**config.mk**
```make
export PLATFORM = sky130hd
export DESIGN_NAME = spi_agc_arbiter
export DESIGN_NICKNAME = d
export VERILOG_FILES = /design/src/rtl/spi_agc_arbiter.sv
export SDC_FILE = /design/constraint.sdc
export NUM_CORES = 1
export LEC_CHECK = 0
export ABC_AREA = 1
export CORE_MARGIN = 3
export CORE_UTILIZATION = 40
export DETAILED_ROUTE_END_ITERATION = 8
export DONT_BUFFER_PORTS = 1
export GPL_ROUTABILITY_DRIVEN = 0
export SLEW_MARGIN = 20
export SYNTH_ARGS = -nofsm -noshare
export SYNTH_HDL_FRONTEND = slang
export SYNTH_SLANG_ARGS = --single-unit
```
**constraint.sdc**
```tcl
create_clock -name ACLK -period 2.6 [get_ports ACLK]
set_input_delay 0.26 -clock ACLK [delete_from_list [all_inputs] [get_ports ACLK]]
set_output_delay 0.26 -clock ACLK [all_outputs]
set_load 0.01 [all_outputs]
```
**src/rtl/spi_agc_arbiter.sv**
```systemverilog
// +--------------------------------------------------------------------------+
// | spi_agc_arbiter: round-robin arbiter for two AGC requesters feeding a     |
// | single mode-0 SPI master. Revision: 1.0                                   |
// +--------------------------------------------------------------------------+
`default_nettype none

module spi_agc_arbiter #(
  parameter int unsigned CLK_DIV   = 4,
  parameter int unsigned SETUP_CYC = 2,
  parameter int unsigned HOLD_CYC  = 2,
  parameter int unsigned GAP_CYC   = 2
) (
  input  logic        ACLK,
  input  logic        ARESET,
  input  logic        req0_valid,
  input  logic [15:0] req0_data,
  output logic        req0_ready,
  input  logic        req1_valid,
  input  logic [15:0] req1_data,
  output logic        req1_ready,
  output logic        spi_sclk,
  output logic        spi_cs_n,
  output logic        spi_mosi,
  output logic        busy,
  output logic        grant_id,
  output logic        done
);

  localparam logic [7:0] c_div_term   = 8'(CLK_DIV - 1);
  localparam logic [7:0] c_setup_term = 8'(SETUP_CYC - 1);
  localparam logic [7:0] c_hold_term  = 8'(HOLD_CYC - 1);
  localparam logic [7:0] c_gap_term   = 8'(GAP_CYC - 1);

  typedef enum logic [2:0] {
    S_IDLE  = 3'd0,
    S_SETUP = 3'd1,
    S_SHIFT = 3'd2,
    S_HOLD  = 3'd3,
    S_GAP   = 3'd4
  } state_t;

  state_t      state_q, state_d;
  logic [7:0]  cnt_q, cnt_d;
  logic [4:0]  bit_q, bit_d;
  logic        phase_q, phase_d;
  logic [15:0] shreg_q, shreg_d;
  logic        last_q, last_d;
  logic        grant_q, grant_d;
  logic        cs_n_q, cs_n_d;
  logic        sclk_q, sclk_d;
  logic        mosi_q, mosi_d;
  logic        busy_q, busy_d;
  logic        done_q, done_d;
  logic        w_accept;
  logic        w_pick;

  // Contested requests go to whoever was not served last.
  always_comb begin
    w_pick   = req1_valid;
    if (req0_valid && req1_valid) begin
      w_pick = ~last_q;
    end
    w_accept = (state_q == S_IDLE) && !ARESET && (req0_valid || req1_valid);
  end

  assign req0_ready = w_accept && !w_pick;
  assign req1_ready = w_accept && w_pick;

  always_comb begin
    state_d = state_q;
    cnt_d   = cnt_q;
    bit_d   = bit_q;
    phase_d = phase_q;
    shreg_d = shreg_q;
    last_d  = last_q;
    grant_d = grant_q;
    done_d  = 1'b0;
    case (state_q)
      S_IDLE: begin
        if (w_accept) begin
          shreg_d = w_pick ? req1_data : req0_data;
          last_d  = w_pick;
          grant_d = w_pick;
          cnt_d   = 8'd0;
          state_d = S_SETUP;
        end
      end
      S_SETUP: begin
        if (cnt_q == c_setup_term) begin
          cnt_d   = 8'd0;
          bit_d   = 5'd0;
          phase_d = 1'b0;
          state_d = S_SHIFT;
        end else begin
          cnt_d = cnt_q + 8'd1;
        end
      end
      S_SHIFT: begin
        if (cnt_q == c_div_term) begin
          cnt_d = 8'd0;
          if (!phase_q) begin
            phase_d = 1'b1;
          end else if (bit_q == 5'd15) begin
            phase_d = 1'b0;
            state_d = S_HOLD;
          end else begin
            // Next bit is presented at the start of its low phase.
            phase_d = 1'b0;
            bit_d   = bit_q + 5'd1;
            shreg_d = {shreg_q[14:0], 1'b0};
          end
        end else begin
          cnt_d = cnt_q + 8'd1;
        end
      end
      S_HOLD: begin
        if (cnt_q == c_hold_term) begin
          cnt_d   = 8'd0;
          done_d  = 1'b1;
          state_d = S_GAP;
        end else begin
          cnt_d = cnt_q + 8'd1;
        end
      end
      S_GAP: begin
        if (cnt_q == c_gap_term) begin
          cnt_d   = 8'd0;
          state_d = S_IDLE;
        end else begin
          cnt_d = cnt_q + 8'd1;
        end
      end
      default: begin
        state_d = S_IDLE;
        cnt_d   = 8'd0;
      end
    endcase

    // Pins are decoded from the next state so they launch glitch-free from flops.
    cs_n_d = !((state_d == S_SETUP) || (state_d == S_SHIFT) || (state_d == S_HOLD));
    sclk_d = (state_d == S_SHIFT) && phase_d;
    mosi_d = ((state_d == S_SETUP) || (state_d == S_SHIFT)) && shreg_d[15];
    busy_d = (state_d != S_IDLE);
  end

  always_ff @(posedge ACLK) begin
    if (ARESET) begin
      state_q <= S_IDLE;
      cnt_q   <= 8'd0;
      bit_q   <= 5'd0;
      phase_q <= 1'b0;
      shreg_q <= 16'd0;
      last_q  <= 1'b1;
      grant_q <= 1'b0;
      cs_n_q  <= 1'b1;
      sclk_q  <= 1'b0;
      mosi_q  <= 1'b0;
      busy_q  <= 1'b0;
      done_q  <= 1'b0;
    end else begin
      state_q <= state_d;
      cnt_q   <= cnt_d;
      bit_q   <= bit_d;
      phase_q <= phase_d;
      shreg_q <= shreg_d;
      last_q  <= last_d;
      grant_q <= grant_d;
      cs_n_q  <= cs_n_d;
      sclk_q  <= sclk_d;
      mosi_q  <= mosi_d;
      busy_q  <= busy_d;
      done_q  <= done_d;
    end
  end

  assign spi_sclk = sclk_q;
  assign spi_cs_n = cs_n_q;
  assign spi_mosi = mosi_q;
  assign busy     = busy_q;
  assign grant_id = grant_q;
  assign done     = done_q;

endmodule

`default_nettype wire
```
==> summary.md, run 1 <==
| Metric | Value |
|---|---|
| Worst-path clk slew | 0.08 ns |
| Critical Path Fanout Max | 16 |
| CP startpoint kind | flop |
| Fin Setup TNS | 0 ns |
| Status | completed |
| Seq/Total Area, Yosys | 0.327 |
| FMAX | 501 MHz |
| Final Hold Violating Endpoints | 0 |
| Worst Path Arrival | 2.23 ns |
| DIE AREA | 7100 um2 |
| Layout fillers | 596 |
| Clock Latency Late Sink | 0.30 ns |
| Max stage delay on crit path | 0.55 ns |
| Routed wire length | 4.96 mm |
| Clock share of power | 0.272 |
| Routed vias/inst | 4.94 |
| Core area | 5710 um2 |
| Worst reg2reg path depth | 11 |
| Die Span Y | 84.3 um |
| FFs w/ async S/R, synth | 0 |
| Crit Path Category | flop to flop |
| Total power | 0.00191 W |
| Gr usage total | 0.150 |
| Required @ worst endpoint | 2.83 ns |
| Longest Clk Path Bufs | 2 |
| Synth Net Count | 378 |
| EDFF count, synth | 0 |
| Clock Sinks | 40 |
| Post-synth top area cell | dfxtp_1 |
| Initial DRC Count | 85 |
| Met3 Use GR | 0.0402 |
| Sequential cell fraction of total power | 0.411 |
| Cell Pwr Density | 739 nW/um2 |
| CTS buffer count | 5 |
| M2 GR Usage | 0.242 |
| Final #Nets | 376 |
| M1 GR Usage | 0.195 |
| Synth cell count leaders | 72 x nand2_1, 40 x dfxtp_1, 38 x inv_1 |
| Crit end category | flop |
| Max cap viols | 0 |
| Internal | 0.00120 W |
| Initial antenna violation count | 0 |
| DR WL/cell | 12.1 um |
| Mapped Area | 2450 um2 |
| Post-detail-place hpwl | 3.65 mm |
| CTS tree | done |
| Unrepaired setup endpoints after global routing | no |
| Final worst path period need | 2.00 ns |
| Synth Flop Type | dfxtp_1 |
| Hold WC Path Type | primary input to flop |
| Die width | 84.3 um |
| Yosys top cell area share | 0.327 |
| Yosys cell types | 37 |
| Final slew viol count | 0 |
| Comb pwr share | 0.317 |
| Port Buffers | 0 |
| Worst Setup Slack, final | 0.603 ns |
| Mapped Avg Cell Area | 7.25 um2 |
| Most used routing layer | met2 |
| Drt first pass iters | 4 |
| Largest net degree at the start of global routing | 26 |
| DRC | 0 |
| Layout cells sized above 1 | 0.243 |
| Setup violations, final | 0 |
| Starting Density | 0.429 |
| Gr ovfl total | 0 |
| Via count | 2020 |
| Final Cycle Share | 0.768 |
| VDD IR max | 349 uV |
| Switching portion of total power | 0.372 |
| Vias in the first global route | 1952 |
| Cts repair resizes | 0 |
| Clock skew | 0.00824 ns |
| First-pass GRT wire length | 8.91 mm |
| Slew @ Worst Pin | 0.668 ns |
| Switching power | 0.000709 W |
| Num rows | 27 |
| CTS H-Tree Depth | 2 |
| Setup Fix Bufs, Post-CTS | 0 |
| Main area contributors after synthesis | dfxtp_1 33%, nand2_1 11%, nand2_2 6.9% |
| Hold path depth | 1 |
| Syn-to-layout area delta | 5.36% |
| Standby leakage power | 1.08 nW |
| Antenna Nets Post-Route | 0 |
| Most frequent cell after synthesis | nand2_1 |
| Root buffer cell | clkbuf_8 |
| Rel. slew slack | 0.554 |
| Syn. warnings | 0 |
| Slowest cell on the critical path | nor2_2 |
| Cells after Synth | 338 |
| ANT cells | 0 |
| Ordered list of cells on the worst path | ha_1 > nand2_1 > nor2_1 > ha_1 > nor2_2 > nand3_1 > nand2_1 > nand3_1 > nand3_1 > nand2_1 > nor2_1 |
| Pre-CTS setup slack | 0.605 ns |
| I/O pin total | 44 |
| Flops & latches, synth | 40 |
==> area by class of cell <==
class	count	area, um2	share of cell area
clock buffer	5	68.8	0.0267
tap	72	90.1	0.0349
timing repair buffer	1	10.0	0.00388
sequential	40	801	0.310
inverter	49	195	0.0756
clock inverter	3	42.5	0.0165
multi-input combinational	239	1370	0.532
==> registers in the layout, summed over array words and instances, names as in the netlist <==
register and flops:
bit_q 5, busy 1, cnt_q 8, done 1
grant_id 1, last_q 1, phase_q 1, shreg_q 16
spi_cs_n 1, spi_mosi 1, spi_sclk 1, state_q 3
==> kinds of logic (layout without fill, tap and decap cells) <==
kind of cell	count (synthesis)	in the layout	synth area share
AND/OR/NAND/NOR	194	194	0.428
buffers and inverters	59	58	0.112
AO/OA/AOI/OAI	40	40	0.109
flip-flops	40	40	0.327
adder cells (fa/ha/maj)	4	4	0.0204
XOR/XNOR	1	1	0.00358
==> per-layer routing <==
metal / vias to the layer above / share of wire
met3: 2 / 0.042
met4: 0 / 0.0081
met1: 912 / 0.47
met5: - / 0
li1: 1073 / -
met2: 33 / 0.48
==> through the flow <==
stage               instance area [um2]  instances   util  hold slack (ns)
floorplan                          2450        338      -            0.435
global placement                   2460        400  0.431            0.327
detailed placement                 2460        400  0.431            0.330
CTS                                2570        408  0.450          0.00379
global route                       2580        409  0.452          0.00995
finish                             2580        409  0.452           0.0256
==> power groups by stage <==
stage / Combinational [W] / Sequential [W] / Clock [W]
6_report: 0.000605 / 0.000783 / 0.000519
5_1_grt: 0.000702 / 0.000796 / 0.000560
4_1_cts: 0.000614 / 0.000784 / 0.000533
3_5_place_dp: 0.000611 / 0.000798 / 0
3_3_place_gp: 0.000605 / 0.000797 / 0
2_1_floorplan: 0.000555 / 0.000779 / 0
==> final timing paths <==
check / from / endpoint / slack (ns)
setup / recovery: bit_q[0] / spi_mosi / 0.60
hold / removal: ARESET / shreg_q[13] / 0.03
setup reg to reg: bit_q[0] / spi_mosi / 0.60
hold reg to reg: shreg_q[14] / shreg_q[14] / 0.46
==> worst max-delay path: cells and delay by family, from the launching register on <==
kind / cells / cell delay [ns]
DFF: 1 / 0.33
adders and majority gates: 2 / 0.42
and+or+nand+nor: 9 / 1.17
==> cells in the final DEF, fill, tap and decap left out, drive strengths merged, types with 2 or more instances in the layout <==
cell | Yosys | routed
clkbuf | 2 | 5
or2 | 2 | 2
clkinv | 2 | 3
dfxtp | 40 | 40
ha | 4 | 4
nor2 | 43 | 43
nor3 | 4 | 4
a31oi | 2 | 2
nand4 | 17 | 17
a21oi | 23 | 23
o21bai | 2 | 2
nand2 | 102 | 102
o21ai | 12 | 12
inv | 47 | 47
nand3 | 25 | 25
==> timing repair <==
item,in CTS,in global routing
hold endpoints to repair,0,1
hold buffers,0,1
setup endpoints to repair,0,0
Note: power is estimated with default switching activity, not from simulation.
==> run 2: changes to the inputs <==
- clock period: 2.6 -> 2 ns (I/O delays scaled with it)
==> run 2 against run 1 <==
  * Sequential power is 30% higher
  * Sequential share of layout area is 0.44 points lower
  * Final cell count is 0.73% higher
  * Largest power group unchanged
==> summary.md, run 2 (same netlist as run 1, synthesis figures left out) <==
| Metric | Value |
|---|---|
| Final Cycle Share | 0.880 (+0.112) |
| I/O pin total | 44 (unchanged) |
| Placed cell count | 403 (+0.75%) |
| Initial antenna violation count | 0 (unchanged) |
| Num rows | 27 (unchanged) |
| Clock Latency Late Sink | 0.30 ns (about the same) |
| Initial DRC Count | 87 (+2.4%) |
| Final worst path period need | 1.76 ns (-0.237 ns) |
| Final core occ | 0.459 (+0.00657) |
| Final Hold Violating Endpoints | 0 (unchanged) |
| CTS buffer count | 5 (unchanged) |
| Status | completed |
| Critical Path Source | bit_q[0] |
| Unrepaired setup endpoints after global routing | no |
| Setup violations, final | 0 (unchanged) |
| FMAX | 568 MHz (+13%) |
| Final slew viol count | 0 (unchanged) |
| Largest net degree at the start of global routing | 22 (-15%) |
| Crit end category | flop |
| Via count | 2073 (+2.6%) |
| Hold Path Origin | ARESET |
| Critical Path Fanout Max | 15 (-1) |
| Hold WC Path Type | primary input to flop |
| Worst-path clk slew | 0.08 ns (about the same) |
| Clock skew | 0.0107 ns (+0.00247 ns) |
| Root buffer cell | clkbuf_8 |
| Die width | 84.3 um (unchanged) |
| DR WL/cell | 12.2 um (+1.0%) |
| Finished Layout Cells | 412 (+0.73%) |
| Port Buffers | 0 (unchanged) |
| Reg with most FFs | shreg_q |
| Hold Slack | 0.0294 ns (+0.00382 ns) |
| Cts repair resizes | 0 (unchanged) |
| Routed vias/inst | 5.03 (+1.9%) |
| Starting Density | 0.429 (unchanged) |
| DRC | 0 (unchanged) |
| Longest Clk Path Bufs | 2 (unchanged) |
| Placed Area | 2480 um2 (+0.92%) |
| Gr usage total | 0.150 (-0.000173) |
| First-pass GRT wire length | 8.87 mm (-0.46%) |
| Vias in the first global route | 1990 (+1.9%) |
| Gr ovfl total | 0 (unchanged) |
| Top flop regs | shreg_q: 16 flops, cnt_q: 8 flops, bit_q: 5 flops |
| Core area | 5710 um2 (unchanged) |
| Cell Pwr Density | 973 nW/um2 (+32%) |
| ANT cells | 0 (unchanged) |
| DIE AREA | 7100 um2 (unchanged) |
| CTS tree | done |
| Die Span Y | 84.3 um (unchanged) |
| Layout cells sized above 1 | 0.250 (+0.00668) |
| Worst reg2reg path depth | 8 (-3) |
| Post-detail-place hpwl | 3.71 mm (+1.7%) |
| CTS H-Tree Depth | 2 (unchanged) |
| Antenna Nets Post-Route | 0 (unchanged) |
| Routed wire length | 5.04 mm (+1.8%) |
| Commonest non-fill, non-tap cell in the layout | nand2_1 |
| Syn-to-layout area delta | 6.89% |
| Fin Setup TNS | 0 ns (unchanged) |
| Drt first pass iters | 4 (unchanged) |
| Hold path depth | 1 (unchanged) |
| Max reg flops | 16 (unchanged) |
| Rel. slew slack | 0.295 (-0.259) |
| Leading cell types in the layout, fill and taps excluded | 72 x nand2_1, 40 x dfxtp_1, 38 x inv_1 |
| VDD IR max | 416 uV (+19%) |
| CP startpoint kind | flop |
| Worst Path Arrival | 1.98 ns (-0.25 ns) |
| Final #Nets | 379 (+0.80%) |
| Clock Sinks | 40 (unchanged) |
| Design Area, Final | 2620 um2 (+1.5%) |
| RR Startpoint | bit_q[0] |
| Required @ worst endpoint | 2.22 ns (-0.61 ns) |
| Standby leakage power | 1.10 nW (+2.4%) |
| Crit Path Category | flop to flop |
| Slew @ Worst Pin | 1.05 ns (+0.386 ns) |
| Max cap viols | 0 (unchanged) |
[run 2: path summary, 6_finish.rpt]
| kind | end | slack, ns |
|---|---|---|
| worst min-delay path | busy | 0.03 |
| worst max register to register | shreg_q[3] | 0.24 |
| worst min register to register | bit_q[4] | 0.46 |
| worst max-delay path | shreg_q[3] | 0.24 |
[run 2: timing repair]
item / CTS / global route
hold buffers: 1 / 0
endpoints found under the setup margin: 0 / 0
setup buffers: 0 / 0
endpoints found under the hold margin: 21 / 0
[run 2: worst max-delay path: stages, from the launching register on]
cell     delay, ns
dfxtp_1       0.36
ha_1          0.17
nand2_1       0.06
nor2_1        0.09
ha_1          0.22
nor2_2        0.08
o21ai_4       0.45
nand2_1       0.11
a21oi_1       0.16
[run 2: layer usage]
metal  global-route usage  routed length (um)  vias up
met5                    0                   0        -
met4               0.0526                  67        0
met1                0.190                2420      956
met3               0.0353                 204        7
li1                     -                   -     1080
met2                0.248                2350       30
[run 2: where the power goes]
group	internal, W	switching [W]
clock network	0.000440	0.000291
logic	0.000274	0.000526
registers	0.000915	0.000102
[run 2: per-stage QoR]
stage | setup slack (ns) | total power, W
6_report | 0.240 | 0.00255
5_1_grt | 0.0120 | 0.00274
4_1_cts | 0.220 | 0.00258
3_5_place_dp | 0.248 | 0.00184
3_3_place_gp | 0.306 | 0.00182
2_1_floorplan | 0.402 | 0.00174
[run 2: area by class of cell]
type / count / area (um2)
fillers: 599 / 3090
multi-input cells: 239 / 1370
flip-flops and latches: 40 / 801
inverters: 49 / 195
clock buffers: 7 / 96.3
well taps: 72 / 90.1
repair buffers: 4 / 32.5
clock inverters: 1 / 30.0
==> run 3: changes to the inputs <==
- CORE_ASPECT_RATIO: not set -> 0.7
==> run 3 against run 2 <==
  * Sequential power is essentially flat
  * Critical endpoint is now shreg_q[14]
  * Core utilization shrank 1.0 points
  * First-iteration DRC count is 4.6% higher
  * Sequential cell count unchanged
  * Global-route usage grew 0.44 points
  * Non-clock buffer count rose by 1
  * Via count is 0.92% lower
==> summary.md, run 3 (same netlist as run 1, synthesis figures left out) <==
| Metric | Value |
|---|---|
| Design Area, Final | 2610 um2 (-0.48%) |
| Max cap viols | 0 (unchanged) |
| Final worst path period need | 1.72 ns (-0.0362 ns) |
| M2 GR Usage | 0.225 (-0.0235) |
| Final #Nets | 380 (+0.26%) |
| Final slew viol count | 0 (unchanged) |
| Initial DRC Count | 91 (+4.6%) |
| Worst-path clk slew | 0.08 ns (about the same) |
| Port Buffers | 0 (unchanged) |
| Placed cell count | 406 (+0.74%) |
| Gr ovfl total | 0 (unchanged) |
| Clock Latency Late Sink | 0.29 ns (about the same) |
| Routed vias/inst | 4.94 (-1.9%) |
| Core area | 5810 um2 (+1.8%) |
| Root buffer cell | clkbuf_8 |
| Placed Area | 2490 um2 (+0.15%) |
| FMAX | 580 MHz (+2.1%) |
| DIE AREA | 7110 um2 (+0.21%) |
| Fin Setup TNS | 0 ns (unchanged) |
| Num rows | 23 (-15%) |
| Cts repair resizes | 0 (unchanged) |
| M1 GR Usage | 0.226 (+0.0359) |
| Largest net degree at the start of global routing | 22 (unchanged) |
| Worst Setup Slack, final | 0.276 ns (+0.0362 ns) |
| Critical Path Fanout Max | 14 (-1) |
| Final Cycle Share | 0.862 (-0.0181) |
| Gr usage total | 0.154 (+0.00439) |
| Hold Slack | 0.0205 ns (-0.00898 ns) |
| Clock skew | 0.00377 ns (-0.00694 ns) |
| VDD IR max | 276 uV (-33%) |
| Pre-CTS setup slack | 0.230 ns (-0.0172 ns) |
| Multi-input combinational cell area | 1370 um2 (unchanged) |
| Hold WC Path Type | primary input to flop |
| Finished Layout Cells | 416 (+0.97%) |
| CTS tree | done |
| Register area | 801 um2 (unchanged) |
| Vias in the first global route | 2005 (+0.75%) |
| CTS buffer count | 5 (unchanged) |
| CTS H-Tree Depth | 2 (unchanged) |
| DR WL/cell | 12.4 um (+1.6%) |
| Routed wire length | 5.17 mm (+2.6%) |
| Die width | 99.5 um (+18%) |
| Crit Path Category | flop to flop |
| Layout cells sized above 1 | 0.246 (-0.00367) |
| Syn-to-layout area delta | 6.38% |
| Top flop regs | shreg_q: 16 flops, cnt_q: 8 flops, bit_q: 5 flops |
| Antenna Nets Post-Route | 0 (unchanged) |
| Via count | 2054 (-0.92%) |
| Leading cell types in the layout, fill and taps excluded | 72 x nand2_1, 40 x dfxtp_1, 38 x inv_1 |
| Met3 Use GR | 0.0389 (+0.00358) |
| Standby leakage power | 1.10 nW (-0.83%) |
| CP startpoint kind | flop |
| Max reg flops | 16 (unchanged) |
| Most used routing layer | met1 |
| Cell Pwr Density | 926 nW/um2 (-4.9%) |
| Clock Sinks | 40 (unchanged) |
| ANT cells | 0 (unchanged) |
| Final Hold Violating Endpoints | 0 (unchanged) |
| First-pass GRT wire length | 9.02 mm (+1.7%) |
| Crit end category | flop |
| Unrepaired setup endpoints after global routing | no |
| Drt first pass iters | 6 (+2) |
| DRC | 0 (unchanged) |
| Post-detail-place hpwl | 3.85 mm (+4.0%) |
| I/O pin total | 44 (unchanged) |
| Setup violations, final | 0 (unchanged) |
| Status | completed |
| Reg with most FFs | shreg_q |
| Layout fillers | 594 (-0.83%) |
| Longest Clk Path Bufs | 2 (unchanged) |
| Rel. slew slack | 0.339 (+0.0436) |
| Commonest non-fill, non-tap cell in the layout | nand2_1 |
| Initial antenna violation count | 0 (unchanged) |
| Required @ worst endpoint | 2.20 ns (-0.02 ns) |
| Die Span Y | 71.5 um (-15%) |
| Starting Density | 0.421 (-0.00767) |
| Slew @ Worst Pin | 0.989 ns (-0.0652 ns) |
| Worst Path Arrival | 1.93 ns (-0.05 ns) |
==> run 3: worst max-delay path, cell delays in order (launching register included) <==
cell,delay [ns]
dfxtp_1,0.33
ha_1,0.21
nand2_1,0.07
nor2_1,0.04
ha_1,0.22
nor2_2,0.18
buf_4,0.23
nand4_1,0.12
nand3_1,0.09
inv_1,0.04
a21oi_1,0.12
==> run 3: layout make-up <==
| class | count | share of cell area |
|---|---|---|
| Tap cell | 75 | 0.0360 |
| Timing Repair Buffer | 5 | 0.0202 |
| Inverter | 49 | 0.0749 |
| Multi-Input combinational cell | 239 | 0.527 |
| Clock buffer | 8 | 0.0346 |
| Sequential cell | 40 | 0.307 |
==> run 3: through the flow <==
step	utilization	power (W)
global route	0.448	0.00260
detailed placement	0.428	0.00184
global placement	0.428	0.00183
floorplan	-	0.00174
finish	0.448	0.00241
CTS	0.445	0.00241
==> run 3: power by group <==
part           internal (W)  leakage, nW  total (W)  switching, W
Clock              0.000282       0.0455   0.000551      0.000269
Combinational      0.000300        0.724   0.000844      0.000544
Sequential         0.000915        0.326    0.00102      0.000104
Total               0.00150         1.10    0.00241      0.000917
==> run 3: repair_timing <==
action / in CTS / in global routing
hold buffers: 1 / 0
setup buffers: 0 / 1
hold endpoints to repair: 21 / 0
setup endpoints to repair: 0 / 2
==> run 3: worst paths after layout <==
| path | from | to | slack, ns | cells past startpoint |
|---|---|---|---|---|
| setup / recovery | bit_q[0] | shreg_q[14] | 0.28 | 10 |
| hold reg to reg | bit_q[4] | bit_q[4] | 0.47 | 2 |
| hold / removal | ARESET | busy | 0.02 | 1 |
| setup reg to reg | bit_q[0] | shreg_q[14] | 0.28 | 10 |
==> run 3: metal layers <==
metal	vias up	part of all wire
met5	-	0
met4	0	0.0091
met3	5	0.069
met2	54	0.41
met1	912	0.51
li1	1083	-
